===== src/rtl/mines_pkg.sv =====
// Shared types and display codes for the minesweeper board engine and its renderer.
package mines_pkg;

   typedef enum logic [1:0] {
      GS_IDLE = 2'd0,
      GS_PLAY = 2'd1,
      GS_LOST = 2'd2,
      GS_WON  = 2'd3
   } game_state_t;

   localparam logic [9:0] CODE_EMPTY    = 10'h000;
   localparam logic [9:0] CODE_SEL      = 10'h001;
   localparam logic [9:0] CODE_GRASS    = 10'h002;
   localparam logic [9:0] CODE_BOMB     = 10'h004;
   localparam logic [9:0] CODE_BOMB_HID = 10'h006;
   localparam logic [9:0] CODE_FLAG     = 10'h008;
   localparam logic [9:0] CODE_NUM_BASE = 10'h010;

   typedef struct packed {
      logic       bomb;
      logic       revealed;
      logic       flag;
      logic [3:0] count;
   } cell_t;

   // Display code of one cell without the cursor highlight; earlier tests win.
   function automatic logic [9:0] cell_code(input cell_t c);
      if (c.revealed && c.bomb)
         return CODE_BOMB;
      else if (c.revealed && (c.count == 4'd0))
         return CODE_EMPTY;
      else if (c.revealed)
         return ({6'd0, c.count} << 6) | CODE_NUM_BASE;
      else if (c.flag)
         return CODE_FLAG;
      else if (c.bomb)
         return CODE_BOMB_HID;
      else
         return CODE_GRASS;
   endfunction

endpackage


===== src/rtl/mines_lfsr16.sv =====
// Free-running 16-bit Fibonacci LFSR (taps 16,14,13,11) used as the mine placement source.
module mines_lfsr16 #(
   parameter logic [15:0] SEED = 16'hACE1
) (
   input  logic        clk,
   input  logic        rst_n,
   output logic [15:0] lfsr
);

   logic feedback;

   assign feedback = lfsr[0] ^ lfsr[2] ^ lfsr[3] ^ lfsr[5];

   // Shift right every cycle, new bit enters at the top.
   always_ff @(posedge clk or negedge rst_n) begin
      if (!rst_n)
         lfsr <= SEED;
      else
         lfsr <= {feedback, lfsr[15:1]};
   end

endmodule


===== src/rtl/mines_board_engine.sv =====
// Minesweeper game-state engine: owns the 8x8 board, the cursor and win/lose
// detection, and serves registered per-cell display codes to the renderer.
module mines_board_engine
   import mines_pkg::*;
#(
   parameter int          FILAS    = 8,
   parameter int          COLUMNAS = 8,
   parameter int          MINES    = 10,
   parameter logic [15:0] SEED     = 16'hACE1
) (
   input  logic       clk,
   input  logic       rst_n,
   input  logic       start,
   input  logic       btn_up,
   input  logic       btn_down,
   input  logic       btn_left,
   input  logic       btn_right,
   input  logic       btn_reveal,
   input  logic       btn_flag,
   input  logic [2:0] rd_row,
   input  logic [2:0] rd_col,
   output logic [9:0] rd_code,
   output logic [1:0] game_state,
   output logic       busy
);

   typedef enum logic [2:0] {S_IDLE, S_PLACE, S_PLAY, S_COUNT, S_LOST, S_WON} state_t;

   localparam int                NCELLS     = FILAS * COLUMNAS;
   localparam logic [6:0]        MINES_W    = 7'(MINES);
   localparam logic [6:0]        SAFE_CELLS = 7'(NCELLS - MINES);
   localparam logic [2:0]        ROW_LAST   = 3'(FILAS - 1);
   localparam logic [2:0]        COL_LAST   = 3'(COLUMNAS - 1);
   localparam logic signed [4:0] ROW_MAX    = 5'(FILAS - 1);
   localparam logic signed [4:0] COL_MAX    = 5'(COLUMNAS - 1);

   state_t            state;
   game_state_t       gs_q;
   cell_t             cells [NCELLS];
   logic [2:0]        cur_row, cur_col, tgt_row, tgt_col, nb_idx;
   logic [3:0]        nb_acc, nb_total;
   logic [6:0]        placed_cnt, revealed_cnt;
   logic [15:0]       lfsr;
   logic [5:0]        cand_idx, cur_idx, tgt_idx, nb_flat;
   logic signed [4:0] nb_row, nb_col;
   logic              nb_on_board, nb_is_bomb, sel_hit;
   logic [9:0]        rd_code_p1;
   logic              unused_lfsr_bits;

   // Row offset of neighbour i in scan order NW,N,NE,W,E,SW,S,SE.
   function automatic logic signed [4:0] nb_dr(input logic [2:0] i);
      if (i < 3'd3)      return -5'sd1;
      else if (i < 3'd5) return 5'sd0;
      else               return 5'sd1;
   endfunction

   // Column offset of neighbour i in the same scan order.
   function automatic logic signed [4:0] nb_dc(input logic [2:0] i);
      case (i)
         3'd0, 3'd3, 3'd5: return -5'sd1;
         3'd1, 3'd6:       return 5'sd0;
         default:          return 5'sd1;
      endcase
   endfunction

   mines_lfsr16 #(.SEED(SEED)) u_lfsr (
      .clk  (clk),
      .rst_n(rst_n),
      .lfsr (lfsr)
   );

   assign unused_lfsr_bits = ^lfsr[15:6];
   assign cand_idx    = lfsr[5:0];
   assign cur_idx     = {cur_row, cur_col};
   assign tgt_idx     = {tgt_row, tgt_col};
   assign nb_row      = $signed({2'b00, tgt_row}) + nb_dr(nb_idx);
   assign nb_col      = $signed({2'b00, tgt_col}) + nb_dc(nb_idx);
   assign nb_on_board = (nb_row >= 5'sd0) && (nb_row <= ROW_MAX) &&
                        (nb_col >= 5'sd0) && (nb_col <= COL_MAX);
   assign nb_flat     = {nb_row[2:0], nb_col[2:0]};
   assign nb_is_bomb  = nb_on_board && cells[nb_flat].bomb;
   assign nb_total    = nb_acc + {3'b000, nb_is_bomb};
   assign sel_hit     = (gs_q == GS_PLAY) && (rd_row == cur_row) && (rd_col == cur_col);
   assign game_state  = gs_q;
   assign rd_code     = rd_code_p1;

   // Game FSM: placement, cursor, flag/reveal handling, serial neighbour count.
   always_ff @(posedge clk or negedge rst_n) begin
      if (!rst_n) begin
         state        <= S_IDLE;
         gs_q         <= GS_IDLE;
         busy         <= 1'b0;
         cur_row      <= 3'd0;
         cur_col      <= 3'd0;
         tgt_row      <= 3'd0;
         tgt_col      <= 3'd0;
         nb_idx       <= 3'd0;
         nb_acc       <= 4'd0;
         placed_cnt   <= 7'd0;
         revealed_cnt <= 7'd0;
         for (int i = 0; i < NCELLS; i++) cells[i] <= '0;
      end else if (start) begin
         for (int i = 0; i < NCELLS; i++) cells[i] <= '0;
         placed_cnt   <= 7'd0;
         revealed_cnt <= 7'd0;
         state        <= S_PLACE;
         gs_q         <= GS_PLAY;
         busy         <= 1'b1;
      end else begin
         case (state)
            S_PLACE: begin
               if (!cells[cand_idx].bomb) begin
                  cells[cand_idx].bomb <= 1'b1;
                  placed_cnt           <= placed_cnt + 7'd1;
                  if (placed_cnt + 7'd1 == MINES_W) begin
                     state <= S_PLAY;
                     busy  <= 1'b0;
                  end
               end
            end
            S_PLAY: begin
               if (btn_up && !btn_down && (cur_row != 3'd0))
                  cur_row <= cur_row - 3'd1;
               else if (btn_down && !btn_up && (cur_row != ROW_LAST))
                  cur_row <= cur_row + 3'd1;
               if (btn_left && !btn_right && (cur_col != 3'd0))
                  cur_col <= cur_col - 3'd1;
               else if (btn_right && !btn_left && (cur_col != COL_LAST))
                  cur_col <= cur_col + 3'd1;

               if (btn_flag) begin
                  if (!cells[cur_idx].revealed)
                     cells[cur_idx].flag <= ~cells[cur_idx].flag;
               end else if (btn_reveal && !cells[cur_idx].revealed && !cells[cur_idx].flag) begin
                  if (cells[cur_idx].bomb) begin
                     for (int i = 0; i < NCELLS; i++)
                        if (cells[i].bomb) cells[i].revealed <= 1'b1;
                     state <= S_LOST;
                     gs_q  <= GS_LOST;
                  end else begin
                     tgt_row <= cur_row;
                     tgt_col <= cur_col;
                     nb_idx  <= 3'd0;
                     nb_acc  <= 4'd0;
                     state   <= S_COUNT;
                     busy    <= 1'b1;
                  end
               end
            end
            S_COUNT: begin
               nb_idx <= nb_idx + 3'd1;
               nb_acc <= nb_total;
               if (nb_idx == 3'd7) begin
                  cells[tgt_idx].count    <= nb_total;
                  cells[tgt_idx].revealed <= 1'b1;
                  revealed_cnt            <= revealed_cnt + 7'd1;
                  busy                    <= 1'b0;
                  if (revealed_cnt + 7'd1 == SAFE_CELLS) begin
                     state <= S_WON;
                     gs_q  <= GS_WON;
                  end else begin
                     state <= S_PLAY;
                  end
               end
            end
            default: ;
         endcase
      end
   end

   // Renderer read port: code of the addressed cell, one cycle after the address.
   always_ff @(posedge clk or negedge rst_n) begin
      if (!rst_n)
         rd_code_p1 <= CODE_EMPTY;
      else
         rd_code_p1 <= cell_code(cells[{rd_row, rd_col}]) | (sel_hit ? CODE_SEL : CODE_EMPTY);
   end

endmodule


===== config.mk =====
export PLATFORM = sky130hd
export DESIGN_NAME = mines_board_engine
export DESIGN_NICKNAME = d
export VERILOG_FILES = /design/src/rtl/mines_pkg.sv /design/src/rtl/mines_lfsr16.sv /design/src/rtl/mines_board_engine.sv
export SDC_FILE = /design/constraint.sdc
export NUM_CORES = 2
export LEC_CHECK = 0
export ABC_AREA = 1
export BUFFER_PORTS_ARGS = -buffer_cell sky130_fd_sc_hd__buf_4
export CORE_UTILIZATION = 65
export CTS_BUF_LIST = sky130_fd_sc_hd__clkbuf_16
export CTS_CLUSTER_SIZE = 12
export DETAILED_ROUTE_END_ITERATION = 6
export PLACE_DENSITY_LB_ADDON = 0.08
export REMOVE_ABC_BUFFERS = 1
export SLEW_MARGIN = 5
export SYNTH_ARGS = -nofsm -noshare
export SYNTH_HDL_FRONTEND = slang
export SYNTH_SLANG_ARGS = --single-unit

===== constraint.sdc =====
create_clock -name clk -period 6.1 [get_ports clk]
set_clock_uncertainty 0.2 [all_clocks]
set_input_delay 0.61 -clock clk [delete_from_list [all_inputs] [get_ports clk]]
set_output_delay 0.61 -clock clk [all_outputs]
set_load 0.03 [all_outputs]

; After elaboration in Yosys (flattened, before gate mapping)
; Index checks and enable logic that the tools add are counted.
[op_classes]
addsub = 10
order_cmp = 14
n_eq_ne = 96
muxes = 401
n_bitwise = 13
n_reduce_logical = 115
[op_table]
columns = operator, count
row1 = $bwmux 448, 4
row2 = $mux 448, 4
row3 = $pmux 448 s3, 1
row4 = $reduce_and 7->1, 65
row5 = $mux 6, 64
row6 = $ne 4x4->1 const B, 67
row7 = $mux 1, 266
row8 = $bmux 7 s6, 4
row9 = $demux 7 s6, 4
row10 = $mux 7, 15
row11 = $mux 3, 16
row12 = $ne 3x3->1 const B, 12
row13 = $ge 7x7->1 const B, 5
row14 = $not 6->7, 5
row15 = $mux 10, 3
row16 = $logic_and 1x1->1, 21
row17 = $lt 7x1->1 const B, 3
row18 = $mux 4, 5
row19 = $mux 5, 3
row20 = $reduce_and 5->1, 3
row21 = $add 7x1->7 const B, 2
row22 = $mux 2, 6
row23 = $reduce_and 6->1, 2
row24 = $reduce_bool 2->1, 6
row25 = other kinds (34), 63
[totals]
ff_bits = 513
output_inout_bits = 13
elab_cells = 918

; Depth between registers and ports, before layout
[depth]
word_depth = 15
ltp_mapped = 27
mapped_depth_nobuf = 24

; By module
; A second synthesis with hierarchy kept.
[hier_totals]
hier_cells = 5636
hier_area_um2 = 35830.6
[by_module_without_submodules]
columns = mod, instances, cells_each, area_per_inst_um2, seq_area_each_um2
row1 = mines_board_engine, 1, 5603, 35348.9, 12411.9
row2 = mines_lfsr16, 1, 33, 481.7, 410.4

; Worst setup path after synthesis
; OpenSTA, ideal clock, no wires.
[synth_path]
kind = register -> register
startpoint = register nb_idx[0]
endpoint = register cells[142] (netlist bit)
arrival_ns = 4.727
required_time_ns = 5.783
slack_ns = 1.056
stages_incl_launch_ff = 25
n_path_buf = 3
path_cell_list = dfrtp_1 -> inv_1 -> ha_1 -> nor3_1 -> a22oi_1 -> ha_1 -> fa_1 -> clkbuf_1 -> clkinv_1 -> clkbuf_1 -> a21oi_1 -> o21ai_0 -> a21oi_1 -> nor3_1 -> o21ai_0 -> a31oi_1 -> ha_1 -> ha_1 -> xnor2_1 -> nor2_2 -> clkinv_1 -> clkbuf_1 -> o22ai_1 -> nand2_1 -> nand2_1
[synth_via]
elab_chain_cells = 15
word_cells_on_any_way = 35
[synth_rtl]
columns = item, line
row1 = "start, declared", mines_board_engine.sv:40  ; logic [2:0] cur_row, cur_col, tgt_row, tgt_col, nb_idx;
row2 = "start signal, assigned", mines_board_engine.sv:151  ; nb_idx <= nb_idx + 3'd1;
row3 = $lt 3x3->1 (tied with other cells), mines_board_engine.sv:53  ; else if (i < 3'd5) return 5'sd0;
row4 = $mux 1 (tied with other cells), mines_board_engine.sv:53
row5 = $mux 5 or $pmux 5 s2 (tied branches), "mines_board_engine.sv:52, mines_board_engine.sv:59"
row6 = $add 4x5->5 (on tied branches), "mines_board_engine.sv:76, mines_board_engine.sv:77"
row7 = $not 6->7 (not written as such) (tied with other cells), mines_board_engine.sv:81  ; assign nb_is_bomb = nb_on_board && cells[nb_flat].bomb;
row8 = $bmux 7 s6 or $logic_and 1x1->1 (tied branches), "mines_board_engine.sv:81, mines_board_engine.sv:78"
row9 = $mux 7 (not written as such) or $logic_and 1x1->1 (tied branches), "mines_board_engine.sv:81, mines_board_engine.sv:78"
row10 = $mux 7 (not written as such) or $logic_and 1x1->1 (tied branches), "mines_board_engine.sv:81, mines_board_engine.sv:79"
row11 = $logic_and 1x1->1, mines_board_engine.sv:81
row12 = $add 4x1->4, mines_board_engine.sv:82  ; assign nb_total = nb_acc + {3'b000, nb_is_bomb};
row13 = $bwmux 448, mines_board_engine.sv:154  ; cells[tgt_idx].count <= nb_total;
row14 = $bwmux 448, mines_board_engine.sv:155  ; cells[tgt_idx].revealed <= 1'b1;
row15 = $mux 448, mines_board_engine.sv:153  ; if (nb_idx == 3'd7) begin
row16 = $pmux 448 s3, mines_board_engine.sv:110  ; case (state)
row17 = $mux 448, mines_board_engine.sv:102  ; end else if (start) begin
row18 = "end, declared", mines_board_engine.sv:39  ; cell_t cells [NCELLS];
; Parallel ways exist; a longest one is shown, timed or not. The select of a mux whose other input is x is not followed.
; A chain may end at the register's enable or synchronous reset.

; Final worst setup path
[layout_path]
startpoint = register nb_idx[0]
endpoint = register cells[246] (netlist bit)
; Same word-level chain as after synthesis.

==> metrics.cfg <==
[sta]
finalCritPeriodShare_pct = 93.0
rsz0062_at_grt = false
tns_ps = 0
tightest_slew_ps = 1250
slew_headroom_pct = 17.0
period_needed_ps = 5680
report.final.slew_viol_count = 0
finalHoldViolations = 0
fmax_ghz = 0.176
whs_ps = 149
finalSetupViolations = 0

[final_layout]
num_antenna_cells = 0
nets = 5421
final_layout_size_suffix_gt1_share_pct = 4.60
syn_to_final_growth_pct = 5.33

[logic_synthesis]
ys.warnings.count = 0
synth.avg_cell_area_sq_um = 6.40
netlist_instances = 5609
synth_cell_types = 49
seq_area_frac_synth_pct = 35.7
synthFlopType = dfrtp_1
ys_async_sr_fraction_pct = 100
ys_ff_latch = 512
synth-edff-count = 0
syn-cell-area_sq_um = 35900

[worst_setup_path]
cp_top_family = adder cells
path_cells = inv_1, ha_1, nor3_1, a22oi_1, ha_1, fa_1, clkinvlp_4, a21oi_1, o21ai_0, a21oi_1, nor3_1, o21ai_0, a31oi_1, ha_1, ha_1, clkinv_1, nor2_2, buf_4, inv_1, buf_4, o21ai_0, nand2_1, o21ai_0
path_buf_inv = 6
slowest_delay_ps = 590
crit_path_end_kind = register
cpMaxStageDelayCell = fa_1
worstSetupStartpointType = register
critical_path_class = register to register
critical_path_required_ps = 6470
worstPathArrival_ps = 6040
crit_path_max_fanout = 17

[floorplan]
die_h_microns = 237
start_util_pct = 66.2
rows = 85
die_width_microns = 237
coreArea_sq_um = 54200
dieArea_sq_um = 56200
io_pins = 28

[routing]
ant_nets = 0
post-route-drc-count = 0
routed_wl_microns = 131000
drt_iter0_markers = 6030
routed_via_density = 6.49
drtPass1Iterations = 7
wl_per_cell_microns = 21.4
vias = 39700

[cts]
clock_sink_count = 512
root_buffer = clkbuf_16
clk_pin_slew_ps = 70
cts_buffers = 58
clkLatencyLatePin_ps = 650
cts_tree = done
ctsLongestPathBuffers = 3
htreeDepth = 2

[global_route]
grt_pass1_wl_microns = 207000
grt_start_max_net_pins = 159
grt_pass1_vias = 36600
grt_usage_pct = 46.7
grt_overflow = 0
antenna_found_initial = 3

[power]
power.switching_mw = 6.40
powerDensity_nw_per_um2 = 347
seqPwrFrac_pct = 29.8
p_clk_share_pct = 24.8
power_mw = 13.1
switching_share_pct = 48.7
peakVddDrop_uv = 440
internal-power_mw = 6.73
power_frac_comb_pct = 45.4
p_leak_nw = 17.4

[placed_design]
gp_congestion = 0.989
dp_hpwl_microns = 82500
place.port_buffers = 26

[outcome]
status = completed

[job]
maxCapViolCount = 0

[worst_hold_path]
hold_path.class = primary input to register

==> final timing paths <==
kind / startpoint / endpoint / slack (ps) / cells past startpoint
worst max-delay path: nb_idx[0]$_DFFE_PN0P_ / cells[246]$_DFFE_PN0P_ / 420 / 23
worst min-delay path: btn_left / cur_col[2]$_DFFE_PN0P_ / 150 / 4
worst max register to register: nb_idx[0]$_DFFE_PN0P_ / cells[246]$_DFFE_PN0P_ / 420 / 23
worst min register to register: u_lfsr.lfsr[14]$_DFF_PN0_ / u_lfsr.lfsr[13]$_DFF_PN1_ / 150 / 0
max in group asynchronous: rst_n / cells[380]$_DFFE_PN0P_ / 3880 / 3
min in group asynchronous: rst_n / cells[259]$_DFFE_PN0P_ / 440 / 2
==> kinds of logic (layout without fill, tap and decap cells) <==
logic type | count (synthesis) | count (layout) | synth area share (%)
flip-flops | 512 | 512 | 35.7
AND/OR/NAND/NOR | 2836 | 2836 | 32.0
XOR/XNOR | 24 | 24 | 0.585
other | 1 | 1 | 0.0104
buffers and inverters | 795 | 615 | 9.27
adder cells (fa/ha/maj) | 23 | 23 | 0.885
AO/OA/AOI/OAI | 1418 | 1418 | 21.5
==> state kept, by name (all words and copies together) (netlist names), 3 cells and up <==
register / cells
cells: 448
cur_col: 3
cur_row: 3
nb_acc: 4
nb_idx: 3
placed_cnt: 7
rd_code: 9
revealed_cnt: 7
state: 3
tgt_col: 3
tgt_row: 3
u_lfsr.lfsr: 16
==> routing by layer <==
metal	track usage (%)	share of wire, %	vias up
met2	68.3	42	2953
met5	0	0.033	-
met3	11.6	14	636
li1	-	-	18100
met1	62.7	37	18100
met4	27.7	6.7	6
==> stage by stage <==
stage | std cells | area (sq um) | setup slack, ps | utilization (%)
floorplan | 5207 | 34100 | -4100 | -
global placement | 6015 | 36100 | 588 | 66.5
detailed placement | 6015 | 36100 | 411 | 66.5
CTS | 6122 | 37800 | 402 | 69.7
global route | 6125 | 37800 | 89.9 | 69.7
finish | 6125 | 37800 | 424 | 69.7
==> Yosys cell counts (all sizes together) (18+ instances only) <==
library cell / n / share of area (%)
nor2: 447 / 4.8
buf: 156 / 2.6
ha: 19 / 0.66
a22oi: 21 / 0.44
nand2: 1886 / 20
nor3: 39 / 0.63
xor2: 18 / 0.44
o22ai: 199 / 3.5
nand4: 95 / 1.7
nand3: 362 / 5.0
a21oi: 369 / 5.1
o21ai: 703 / 9.8
a21boi: 48 / 1.0
o211ai: 49 / 1.0
clkbuf: 246 / 2.6
dfrtp: 504 / 35
inv: 380 / 4.0
==> layout by cell type (no fill, tap or decap), drive strengths merged, types with 5 or more instances in the layout <==
cell    synthesis  routed
a221oi          5       5
xor2           18      18
buf           156     114
clkbuf        246      60
dfstp           8       8
a31oi           9       9
o22ai         199     199
clkinv         13      37
o211ai         49      49
nor2          447     447
inv           380     400
a21oi         369     369
o21ai         703     703
nand2        1886    1886
a22oi          21      21
nand3         362     362
dfrtp         504     504
nand4          95      95
xnor2           6       6
a21boi         48      48
ha             19      19
nor3           39      39
==> worst reg2reg max path, cell delays in order (launching register included) <==
cell and delay, ps:
dfrtp_1 430, inv_1 120, ha_1 210, nor3_1 330, a22oi_1 130, ha_1 240
fa_1 590, clkinvlp_4 310, a21oi_1 210, o21ai_0 100, a21oi_1 160, nor3_1 70
o21ai_0 170, a31oi_1 240, ha_1 290, ha_1 340, clkinv_1 260, nor2_2 200
buf_4 230, inv_1 90, buf_4 230, o21ai_0 190, nand2_1 60, o21ai_0 210
==> power groups by stage <==
stage	logic [mW]	registers, mW	clock network (mW)
3_5_place_dp	5.69	3.94	0
3_3_place_gp	5.63	3.94	0
6_report	5.96	3.91	3.26
4_1_cts	5.71	3.89	3.25
5_1_grt	6.36	3.92	3.39
2_1_floorplan	3.47	3.91	0
==> what timing repair did <==
| action | 4_1_cts | 5_1_grt |
|---|---|---|
| setup buffers | 0 | 3 |
| gates resized for setup | 0 | 2 |
| hold buffers | 1 | 0 |
| endpoints found under the hold margin | 102 | 0 |
| endpoints found under the setup margin | 0 | 15 |
==> cell type report <==
type                            count  area (sq um)
Tap cell                          696           871
Multi-Input combinational cell   4302         19800
Clock inverter                     47           221
Fill cell                        4875         16400
Inverter                          393          1490
Timing Repair Buffer              116          1090
Sequential cell                   512         12800
Clock buffer                       59          1480
No activity file was read; power rests on OpenSTA's default activity.
